==> config.mk <==
export PLATFORM = sky130hd
export DESIGN_NAME = pid_ctrl_param
export DESIGN_NICKNAME = d
export VERILOG_FILES = /design/src/rtl/pid_ctrl_param.sv
export SDC_FILE = /design/constraint.sdc
export NUM_CORES = 1
export LEC_CHECK = 0
export CAP_MARGIN = 20
export CELL_PAD_IN_SITES_DETAIL_PLACEMENT = 0
export CELL_PAD_IN_SITES_GLOBAL_PLACEMENT = 2
export CORE_MARGIN = 4
export CORE_UTILIZATION = 41
export DETAILED_ROUTE_END_ITERATION = 16
export PLACE_DENSITY = 0.9
export SYNTH_ARGS = -nofsm -noshare
export SYNTH_HDL_FRONTEND = slang
export SYNTH_SLANG_ARGS = --single-unit
==> constraint.sdc <==
create_clock -name clk -period 22.3 [get_ports clk]
set_input_delay 2.23 -clock clk [delete_from_list [all_inputs] [get_ports clk]]
set_output_delay 2.23 -clock clk [all_outputs]
set_load 0.05 [all_outputs]
==> src/rtl/pid_ctrl_param.sv <==
// Two-stage pipelined PID heading controller: heading error in, saturated left/right wheel speeds out.
// Includes a conditional-integration anti-windup integrator and a debounced at-heading flag.
module pid_ctrl_param #(
  parameter int unsigned HDNG_W      = 12,
  parameter int unsigned ERR_SAT_W   = 10,
  parameter int unsigned INTEG_W     = 16,
  parameter int unsigned I_SHIFT     = 4,
  parameter int          P_COEFF     = 3,
  parameter int          D_COEFF     = 14,
  parameter int unsigned D_DIFF_W    = 8,
  parameter int unsigned D_DEPTH     = 2,
  parameter int unsigned SUM_SHIFT   = 3,
  parameter int unsigned SPD_W       = 12,
  parameter int unsigned AT_HDNG_THR = 30,
  parameter int unsigned AT_HDNG_CNT = 4
) (
  input  logic                     clk,
  input  logic                     rst_n,
  input  logic signed [HDNG_W-1:0] actl_hdng,
  input  logic signed [HDNG_W-1:0] dsrd_hdng,
  input  logic                     hdng_vld,
  input  logic        [SPD_W-2:0]  frwrd_spd,
  input  logic                     moving,
  input  logic                     clr_integ,
  output logic signed [SPD_W-1:0]  lft_spd,
  output logic signed [SPD_W-1:0]  rght_spd,
  output logic                     spd_vld,
  output logic                     at_hdng
);

  // Internal arithmetic width: wide enough that no term or sum can overflow.
  localparam int unsigned MW0   = (ERR_SAT_W > D_DIFF_W) ? ERR_SAT_W : D_DIFF_W;
  localparam int unsigned MW1   = (MW0 > INTEG_W) ? MW0 : INTEG_W;
  localparam int unsigned MW2   = (MW1 > HDNG_W) ? MW1 : HDNG_W;
  localparam int unsigned MW3   = (MW2 > SPD_W) ? MW2 : SPD_W;
  localparam int unsigned SW    = MW3 + 32 + 3;
  localparam int unsigned CNT_W = $clog2(AT_HDNG_CNT + 1);

  localparam logic [CNT_W-1:0]     CNT_MAX = CNT_W'(AT_HDNG_CNT);
  localparam logic signed [SW-1:0] THR     = SW'(AT_HDNG_THR);
  localparam logic signed [SW-1:0] SPD_HI  = (SW'(1) << (SPD_W - 1)) - SW'(1);
  localparam logic signed [SW-1:0] SPD_LO  = ~SPD_HI;

  function automatic logic signed [SW-1:0] sat_to(input logic signed [SW-1:0] x,
                                                   input int unsigned w);
    logic signed [SW-1:0] hi;
    logic signed [SW-1:0] lo;
    hi = (SW'(1) << (w - 1)) - SW'(1);
    lo = ~hi;
    if (x > hi) return hi;
    if (x < lo) return lo;
    return x;
  endfunction

  logic signed [HDNG_W-1:0]    err;
  logic signed [ERR_SAT_W-1:0] err_sat;
  logic signed [ERR_SAT_W-1:0] err_q;
  logic                        vld1;
  logic signed [INTEG_W-1:0]   integ;
  logic signed [ERR_SAT_W-1:0] hist [D_DEPTH];
  logic [CNT_W-1:0]            cnt;
  logic                        lft_hi, lft_lo, rght_hi, rght_lo;

  logic signed [SW-1:0]        p_term, i_term, d_term, pid, fwd;
  logic signed [SW-1:0]        lft_full, rght_full, integ_sum;
  logic signed [SPD_W-1:0]     lft_nxt, rght_nxt;
  logic                        lft_hi_nxt, lft_lo_nxt, rght_hi_nxt, rght_lo_nxt;
  logic                        integ_ok, in_thr;
  logic [CNT_W-1:0]            cnt_nxt;

  // Error, PID terms, output saturation, integrator gating and debounce next-state.
  always_comb begin
    err       = actl_hdng - dsrd_hdng;
    err_sat   = ERR_SAT_W'(sat_to(SW'(err), ERR_SAT_W));

    p_term    = SW'(P_COEFF) * SW'(err_q);
    i_term    = SW'(integ) >>> I_SHIFT;
    d_term    = SW'(D_COEFF) * sat_to(SW'(err_q) - SW'(hist[D_DEPTH-1]), D_DIFF_W);
    pid       = (p_term + i_term + d_term) >>> SUM_SHIFT;

    fwd       = SW'(frwrd_spd);
    lft_full  = fwd + pid;
    rght_full = fwd - pid;

    lft_hi_nxt  = lft_full > SPD_HI;
    lft_lo_nxt  = lft_full < SPD_LO;
    rght_hi_nxt = rght_full > SPD_HI;
    rght_lo_nxt = rght_full < SPD_LO;
    lft_nxt  = lft_hi_nxt  ? SPD_W'(SPD_HI) : lft_lo_nxt  ? SPD_W'(SPD_LO) : SPD_W'(lft_full);
    rght_nxt = rght_hi_nxt ? SPD_W'(SPD_HI) : rght_lo_nxt ? SPD_W'(SPD_LO) : SPD_W'(rght_full);

    // Integrate only if the sum fits and the error does not push a saturated output further.
    integ_sum = SW'(integ) + SW'(err_q);
    integ_ok  = (sat_to(integ_sum, INTEG_W) == integ_sum);
    if ((err_q > 0) && (lft_hi || rght_lo)) integ_ok = 1'b0;
    if ((err_q < 0) && (lft_lo || rght_hi)) integ_ok = 1'b0;

    in_thr  = (SW'(err_q) > -THR) && (SW'(err_q) < THR);
    cnt_nxt = !in_thr ? '0 : (cnt == CNT_MAX) ? cnt : cnt + CNT_W'(1);
  end

  always_ff @(posedge clk or negedge rst_n) begin
    if (!rst_n) begin
      err_q    <= '0;
      vld1     <= 1'b0;
      integ    <= '0;
      for (int k = 0; k < int'(D_DEPTH); k++) hist[k] <= '0;
      cnt      <= '0;
      lft_spd  <= '0;
      rght_spd <= '0;
      spd_vld  <= 1'b0;
      at_hdng  <= 1'b0;
      lft_hi   <= 1'b0;
      lft_lo   <= 1'b0;
      rght_hi  <= 1'b0;
      rght_lo  <= 1'b0;
    end else begin
      vld1 <= hdng_vld;
      if (hdng_vld) err_q <= err_sat;

      if (!moving) begin
        integ    <= '0;
        for (int k = 0; k < int'(D_DEPTH); k++) hist[k] <= '0;
        cnt      <= '0;
        lft_spd  <= '0;
        rght_spd <= '0;
        spd_vld  <= 1'b0;
        at_hdng  <= 1'b0;
        lft_hi   <= 1'b0;
        lft_lo   <= 1'b0;
        rght_hi  <= 1'b0;
        rght_lo  <= 1'b0;
      end else begin
        spd_vld <= vld1;
        if (vld1) begin
          lft_spd  <= lft_nxt;
          rght_spd <= rght_nxt;
          lft_hi   <= lft_hi_nxt;
          lft_lo   <= lft_lo_nxt;
          rght_hi  <= rght_hi_nxt;
          rght_lo  <= rght_lo_nxt;
          hist[0]  <= err_q;
          for (int k = 1; k < int'(D_DEPTH); k++) hist[k] <= hist[k-1];
          cnt      <= cnt_nxt;
          at_hdng  <= (cnt_nxt == CNT_MAX);
        end
        if (clr_integ)             integ <= '0;
        else if (vld1 && integ_ok) integ <= INTEG_W'(integ_sum);
      end
    end
  end

endmodule
== Word-level counts from Yosys, hierarchy flattened ==
Index checks and enable logic that the tools add are counted.

* Output and inout bits: 26
* Register bits: 80

* $lt $le $gt $ge: 14
* Equality and inequality tests: 5
* Mux-type cells: 51
* Add/sub/neg operators: 8
* Reductions and logical operators: 6
* $mul: 2

{| class="wikitable"
|+ Operators by type and width
! kind !! count
|-
| $mux W51 || 8
|-
| $gt A49 B12 Y1 const B || 2
|-
| $lt A49 B12 Y1 const B || 2
|-
| $mux W12 || 8
|-
| $add A14 B51 Y51 || 1
|-
| $eq A51 B17 Y1 || 1
|-
| $mul A4 B51 Y50 const A || 1
|-
| $add A12 B48 Y49 || 1
|-
| $sub A12 B48 Y49 || 1
|-
| $mux W16 || 3
|-
| $mux W10 || 4
|-
| $mux W20 || 2
|-
| $mux W1 || 22
|-
| $add A16 B10 Y17 || 1
|-
| $gt A17 B16 Y1 const B || 1
|-
| $lt A17 B16 Y1 const B || 1
|-
| $add A13 B12 Y14 || 1
|-
| $mul A3 B10 Y13 const A || 1
|-
| $gt A12 B10 Y1 const B || 1
|-
| $lt A12 B10 Y1 const B || 1
|-
| $mux W3 || 4
|-
| $sub A12 B12 Y12 || 1
|-
| $gt A11 B8 Y1 const B || 1
|-
| $lt A11 B8 Y1 const B || 1
|-
| other kinds (11) || 16
|}

== Longest topological paths before layout ==
Gate-level depths: netlist (run 1).

* Word-level depth: 14
* Mapped depth: 55
* Gate-level depth less buffers: 49

== Worst setup path after synthesis (run 1) ==
No wires, ideal clock.

* Path type: reg-to-reg
* Start point: register err_q[0]
* End point: register lft_spd[10]
* Stages on the path, launching flop included: 47
* Data required time: 22.199 ns
* Data arrival time: 10.624 ns
* Path slack: 11.575 ns
* Path through: dfrtp_1 > inv_1 > ha_1 > inv_1 > fa_1 > a211oi_2 > o21ai_2 > o21ai_0 > nor2b_1 > clkbuf_1 > nand4_1 > ha_1 > clkbuf_1 > o21ai_0 > ha_1 > inv_1 > fa_1 > inv_1 > [... 11 more ...] > or3_1 > a21oi_2 > o31ai_2 > nand2_1 > xor2_1 > ha_1 > clkbuf_1 > and4_1 > a2111oi_1 > nor4_1 > or4_1 > a2111oi_0 > o21ai_0 > or4_1 > nor4_2 > nor2b_1 > buf_6 > o311ai_2

* Longest elaborated chain between the ends: 14
* Elaborated cells between the ends (all ways): 20
* Classes of those cells: 4 x add/sub; 2 x mul; 4 x order compare; 10 x mux

{| class="wikitable"
|+ Ends and longest elaborated chain
! element !! RTL line !! source
|-
| from (decl) || 57 || <nowiki>logic signed [ERR_SAT_W-1:0] err_q;</nowiki>
|-
| from (signal assigned) || 119 || <nowiki>if (hdng_vld) err_q <= err_sat;</nowiki>
|-
| $sub A10 B10 Y11 || 78 || <nowiki>d_term = SW'(D_COEFF) * sat_to(SW'(err_q) - SW'(hist[D_DEPTH-1]), D_DIFF_W);</nowiki>
|-
| $lt A11 B8 Y1 || 51 || <nowiki>if (x < lo) return lo;</nowiki>
|-
| $mux W1 (2 in a row) || 51 ||
|-
| $mux W51 || 52 || <nowiki>return x;</nowiki>
|-
| $mux W51 || 51 ||
|-
| $mul A4 B51 Y50 || 78 ||
|-
| $add A14 B51 Y51 * || 79 || <nowiki>pid = (p_term + i_term + d_term) >>> SUM_SHIFT;</nowiki>
|-
| $add A12 B48 Y49 * || 82 || <nowiki>lft_full = fwd + pid;</nowiki>
|-
| $lt A49 B12 Y1 || 86 || <nowiki>lft_lo_nxt = lft_full < SPD_LO;</nowiki>
|-
| $mux W12 || 89 || <nowiki>lft_nxt = lft_hi_nxt ? SPD_W'(SPD_HI) : lft_lo_nxt ? SPD_W'(SPD_LO) : SPD_W'(lft_full);</nowiki>
|-
| $mux W12 * || 89 ||
|-
| $mux W12 * || 135 || <nowiki>if (vld1) begin</nowiki>
|-
| $mux W12 * || 121 || <nowiki>if (!moving) begin</nowiki>
|-
| to (signal assigned) || 136 || <nowiki>lft_spd <= lft_nxt;</nowiki>
|-
| to (decl) || 25 || <nowiki>output logic signed [SPD_W-1:0] lft_spd,</nowiki>
|}

Every way passes the cells marked *; elsewhere a longest branch is shown, timed or not. The select of a mux whose other input is x is not followed.
A chain may end at the register's enable or synchronous reset.

== Worst setup path in the final report (run 1) ==
* Start point: register err_q[0]
* End point: register lft_hi

* Longest elaborated chain between the ends: 12
* Elaborated cells between the ends (all ways): 17
* Classes of those cells: 4 x add/sub; 2 x mul; 3 x order compare; 8 x mux

{| class="wikitable"
|+ Ends and longest elaborated chain
! element !! RTL line !! source
|-
| $sub A10 B10 Y11 || 78 ||
|-
| $lt A11 B8 Y1 || 51 ||
|-
| $mux W1 (2 in a row) || 51 ||
|-
| $mux W51 || 52 ||
|-
| $mux W51 || 51 ||
|-
| $mul A4 B51 Y50 || 78 ||
|-
| $add A14 B51 Y51 * || 79 ||
|-
| $add A12 B48 Y49 * || 82 ||
|-
| $gt A49 B12 Y1 * || 85 || <nowiki>lft_hi_nxt = lft_full > SPD_HI;</nowiki>
|-
| $mux W1 * || 135 ||
|-
| $mux W1 * || 121 ||
|-
| to (signal assigned) || 138 || <nowiki>lft_hi <= lft_hi_nxt;</nowiki>
|-
| to (decl) || 62 || <nowiki>logic lft_hi, lft_lo, rght_hi, rght_lo;</nowiki>
|}

Marked as above.

==> impl_metrics.toml, run 1 <==
[run_status]
status = "finished, final reports clean"

[sta]
rsz0062_at_grt = "no"
max-slew-margin-rel = 0.270
fmax_mhz = 77.6
finalHoldViolCount = 0
setup_slack_ns = 9.41
fin_crit_ns = 12.89
setup_tns_ns = 0
final_max_slew_viol_count = 0
tightest_slew_ns = 1.09
fin_hold_ws_ns = 0.479
final-setup-viol-count = 0
clock_skew_ns = 0.00935
finalCritPeriodShare = 0.578

[min_path]
hp-class = "register to register"
holdPathStages = 2
min_to = "lft_spd[11]$_DFFE_PN0P_"
min_from = "lft_spd[11]$_DFFE_PN0P_"

[yosys]
yosysWarnings = 0
synth_top_area_share = 0.159
synth.avg_cell_area_um2 = 7.63
synthArstFlopShare = 1.00
ys_top_cells_by_area = "ha_1 16%, dfrtp_1 13%, a21oi_1 5.1%, inv_1 4.6%, nand2_1 4.4%"
synth_edf_count = 0
synth_seq_cells = 80
mappedNetlistNets = 2242
netlist_area_um2 = 15100
synth_ff_type = "dfrtp_1"
yosysUniqueCellTypes = 113
synthCells = 1978
ys_seq_area_frac = 0.133
synth_area_leader_cell = "ha_1"

[floorplan]
rows = 69
die_area_um2 = 39900
die_x_um = 200
ioPinCount = 66
coreArea_um2 = 35900
die_y_um = 200
initial_core_util = 0.420

[global_routing]
grt_pass1_vias = 14200
antenna_found_initial = 0
grt-ovfl-total = 0
busiest_layer = "met2"
grt_max_degree = 81
use_met2 = 0.368
groute.layer.met1.usage = 0.367
grt_first_pass_wirelength_mm = 78.9
grt_util_all_layers = 0.246
grtUsageMet3 = 0.0465

[cells_and_area]
antenna_cells = 0
drive_above_1_share = 0.0674
layoutNonFillerInstCount = 2465
area_delta_synth_final_pct = 9.12
layout_commonest_cell = "ha_1"
nets = 2264
layout_common_cells = "192 x ha_1, 184 x inv_1, 176 x nand2_1"

[critical_path]
critPathLaunchType = "register"
worstPathMaxFanout = 15
reg2reg_to = "lft_hi$_DFFE_PN0P_"
crit_top_cell = "o21ai_0"
crit_buf_inv = 6
rr_worst_depth = 48
crit_type = "register to register"
cp_top_family = "compound AO/OA/AOI/OAI gates"
cp.arrival_ns = 13.06
r2r-start = "err_q[0]$_DFFE_PN0P_"
cp-end-kind = "register"
rrSetupSlack_ns = 9.41
required_ns = 22.47
slowest_stage = "nor3_1"
critical_path.max_stage_delay_ns = 0.74

[clock_network]
cts-root-buf = "clkbuf_16"
cts_setup_buffers = 0
cts_tree = "done"
clk_pin_slew_ns = 0.07
postCtsHoldBufs = 0
cts_made_buffers = 9
cts_resized = 0
clock_sinks = 80
htreeDepth = 3
clock_latency_ns = 0.34
clockBufferDepth = 2

[placement]
portBuffers = 65
dp_hpwl_mm = 40.9
gp_congestion = 1.00
placedCellCount = 2445
place_ws_ns = 8.80

[route]
ant_nets = 0
viasPerCell = 6.05
vias = 14900
dr.first_iter.drc_count = 1264
first_pass_iters = 6
finalWirelength_mm = 49.7
avgRoutedWirePerCell_um = 20.2
drc_errors = 0

[flow_run]
cap_violations = 0
-- cells by family after synthesis --
group,Yosys count,synth area share
xor gates and xnor gates,117,0.0679
buffers and inverters,265,0.0723
muxes,34,0.0228
and+or+nand+nor,680,0.237
AOI/OAI and AO/OA,578,0.265
adders and majority gates,224,0.202
DFF,80,0.133
-- sequential cells by signal, summed over array words and instances (netlist names) --
signal	count
spd_vld	1
lft_spd	12
hist	20
at_hdng	1
lft_lo	1
rght_spd	12
err_q	10
cnt	3
lft_hi	1
rght_hi	1
vld1	1
integ	16
rght_lo	1
-- worst reg2reg max path, delay by kind of cell, from the launching register on --
kind            cells  cell delay (ns)
fa+ha+maj           9             3.28
simple gates       11             3.34
compound gates     21             4.69
mux                 1             0.31
buf+inv             6             0.69
flops               1             0.42
-- worst max-delay path by stage --
stage	startpoint	cells after the start	slack [ns]	endpoint
2_1_floorplan	err_q[0]$_DFFE_PN0P_	46	11.58	lft_spd[10]$_DFFE_PN0P_
3_3_place_gp	err_q[0]$_DFFE_PN0P_	45	9.16	lft_spd[3]$_DFFE_PN0P_
5_1_grt	err_q[0]$_DFFE_PN0P_	46	8.19	lft_spd[4]$_DFFE_PN0P_
3_5_place_dp	err_q[0]$_DFFE_PN0P_	49	8.80	lft_spd[4]$_DFFE_PN0P_
4_1_cts	err_q[0]$_DFFE_PN0P_	49	8.72	lft_spd[4]$_DFFE_PN0P_
6_report	err_q[0]$_DFFE_PN0P_	48	9.41	lft_hi$_DFFE_PN0P_
-- stage by stage --
stage          utilization  area, µm²
2_1_floorplan            -      15100
3_3_place_gp         0.447      16100
3_5_place_dp         0.448      16100
4_1_cts              0.456      16400
5_1_grt              0.458      16500
6_report             0.458      16500
-- layer usage --
layer	wire, µm	share of wire
met5	0	0
met2	20600	0.41
met4	1180	0.024
met1	24100	0.48
met3	3800	0.076
-- Yosys cell counts, types with 10 or more instances --
library cell	count
ha_1	192
inv_1	184
nand2_1	176
a21oi_1	155
nor2_1	141
o21ai_0	109
dfrtp_1	80
xnor2_1	74
nand2b_1	51
nor3_1	48
clkbuf_1	47
xor2_1	43
nand3_1	41
nand4_1	39
nor2b_1	37
fa_1	32
mux2i_1	31
a31oi_1	26
a211oi_1	24
a21o_1	24
nor4_1	22
o21a_1	22
or3_1	22
a22o_1	20
o211ai_1	19
o21bai_1	19
buf_2	15
and3_1	14
and4_1	14
a21boi_0	13
and2_1	13
or4_1	13
o211ai_2	10
-- layout make-up --
class / instances / area, µm²
Sequential cell: 80 / 2000
Timing Repair Buffer: 90 / 887
Fill cell: 3620 / 19500
Multi-Input combinational cell: 1633 / 12000
Clock buffer: 10 / 239
Clock inverter: 5 / 56.3
Tap cell: 461 / 577
Inverter: 186 / 698
Power of run 1 is left out: the tool's default activity adds up to more than one toggle a clock period on the data nets, which glitch-free logic cannot reach.
==> inputs of run 2 (changes only) <==
CORE_UTILIZATION = 38   (was 41)
PLACE_DENSITY = 0.84   (was 0.9)
clock period = 11.9 ns   (was 22.3 ns; I/O delays follow)
==> run 2 against run 1 <==
  * Clock skew grew 0.0044 ns
  * Critical path type unchanged
  * Register-to-register slack worse by 8.7 ns
  * Flip-flop and latch count unchanged
  * Wire length grew 4.2%
  * First-iteration DRC count shrank 16%
  * Count of clock-buffer cells in the layout decreased by 1
==> impl_metrics.toml, run 2 (synthesis gave the netlist of run 1 again) <==
[cells_and_area]
fill_cells = 3987
regMostFlops = "hist"
antenna_cells = 0
layout_commonest_cell = "ha_1"
largestRegisters = "hist (20), integ (16)"
layout_common_cells = "188 x ha_1, 184 x inv_1, 176 x nand2_1"
area_delta_synth_final_pct = 15.3
drive_above_1_share = 0.122
fin_util = 0.447
fin_area_um2 = 17400
largest_reg_flops = 20
layoutNonFillerInstCount = 2598
nets = 2339

[flow_run]
cap_violations = 0

[floorplan]
ioPinCount = 66
die_x_um = 207
die_y_um = 207
die_area_um2 = 42900
initial_core_util = 0.388
coreArea_um2 = 38900
rows = 72

[critical_path]
cp.arrival_ns = 11.40
rr_worst_depth = 48
crit_type = "register to register"
critical_path.max_stage_delay_ns = 0.60
reg2reg_to = "lft_spd[3]$_DFFE_PN0P_"
crit_top_cell = "ha_1"
rrSetupSlack_ns = 0.75
crit_end = "lft_spd[3]$_DFFE_PN0P_"
critPathLaunch = "err_q[0]$_DFFE_PN0P_"
r2r-start = "err_q[0]$_DFFE_PN0P_"
slowest_stage = "or4_4"
critPathLaunchType = "register"
cp-end-kind = "register"
worstPathMaxFanout = 12
required_ns = 12.15

[route]
vias = 15000
drc_errors = 0
ant_nets = 0
dr.first_iter.drc_count = 1061
first_pass_iters = 6
finalWirelength_mm = 51.8
viasPerCell = 5.79
avgRoutedWirePerCell_um = 19.9

[global_routing]
grt_util_all_layers = 0.235
grt_pass1_vias = 14500
antenna_found_initial = 0
grt_first_pass_wirelength_mm = 82.9
grt_max_degree = 81
grt-ovfl-total = 0

[clock_network]
cts-root-buf = "clkbuf_16"
clk_pin_slew_ns = 0.07
clock_latency_ns = 0.34
cts_tree = "done"
postCtsHoldBufs = 0
cts_made_buffers = 9
clockBufferDepth = 2
clock_sinks = 80
htreeDepth = 3

[sta]
final-setup-viol-count = 0
finalCritPeriodShare = 0.937
fin_crit_ns = 11.15
clock_skew_ns = 0.0137
tightest_slew_ns = 0.917
finalHoldViolCount = 0
max-slew-margin-rel = 0.387
fmax_mhz = 89.7
final_max_slew_viol_count = 0

[placement]
portBuffers = 65
gp_congestion = 0.963
placedCellCount = 2575
detailed_place.area_um2 = 16700
dp_hpwl_mm = 43.3

[run_status]
status = "finished, final reports clean"

[min_path]
hp-class = "register to register"
holdPathStages = 2
-- run 2: cell count changes in the layout (fill, tap and decap cells not counted), moves of 4 or more --
cell / before / now
xor2_1: 43 / 39
o21ai_0: 108 / 101
o21ai_1: 7 / 12
a21oi_1: 155 / 150
xor2_2: 0 / 4
ha_1: 192 / 188
buf_4: 21 / 98
-- run 2: worst min path at each step --
stage | start | end
finish | lft_spd[11]$_DFFE_PN0P_ | lft_spd[11]$_DFFE_PN0P_
global route | lft_spd[1]$_DFFE_PN0P_ | lft_spd[1]$_DFFE_PN0P_
CTS | lft_spd[11]$_DFFE_PN0P_ | lft_spd[11]$_DFFE_PN0P_
detailed placement | lft_spd[11]$_DFFE_PN0P_ | lft_spd[11]$_DFFE_PN0P_
global placement | lft_spd[11]$_DFFE_PN0P_ | lft_spd[11]$_DFFE_PN0P_
floorplan | rght_lo$_DFFE_PN0P_ | rght_lo$_DFFE_PN0P_
-- run 2: final cells by class --
cell class	count	area (µm²)	area share
Timing Repair Buffer	165	1430	0.0822
Clock inverter	7	101	0.00583
Sequential cell	80	2000	0.115
Multi-Input combinational cell	1633	12300	0.706
Clock buffer	9	225	0.0130
Inverter	186	698	0.0402
Tap cell	518	648	0.0373
-- run 2: timing repair --
| action | in CTS | in global routing |
|---|---|---|
| setup buffers | 0 | 5 |
| setup endpoints to repair | 0 | 26 |
| resized for setup | 0 | 61 |
-- run 2: worst max-delay path: cells and delay by family (launching register included) --
| kind | cells | cell delay [ns] |
|---|---|---|
| AOI/OAI and AO/OA | 17 | 3.31 |
| and+or+nand+nor | 13 | 3.44 |
| xor gates and xnor gates | 1 | 0.20 |
| DFF | 1 | 0.44 |
| buffers and inverters | 8 | 0.95 |
| adders and majority gates | 9 | 2.71 |
-- run 2: per-stage QoR --
step / worst slack [ns] / hold WS (ns) / TNS (ns)
floorplan: 1.17 / 0.449 / 0
global placement: 0.329 / 0.459 / 0
detailed placement: 0.0566 / 0.476 / 0
CTS: 0.0381 / 0.493 / 0
global route: -0.0345 / 0.512 / -0.0863
finish: 0.747 / 0.480 / 0
-- run 2: layer usage --
metal / up-vias / part of all wire / track usage
met4: 0 / 0.020 / 0.0499
li1: 7365 / - / -
met5: - / 0 / 0
met3: 55 / 0.059 / 0.0295
met2: 460 / 0.41 / 0.348
met1: 7166 / 0.51 / 0.365
Power of run 2 is left out for the same reason.
==> inputs of run 3 (changes only) <==
CTS_CLUSTER_SIZE = 28   (was not set)
==> results of run 3 <==
The final DEF is identical to that of run 2; final timing and power are the same.
Power of run 3 is left out for the same reason.
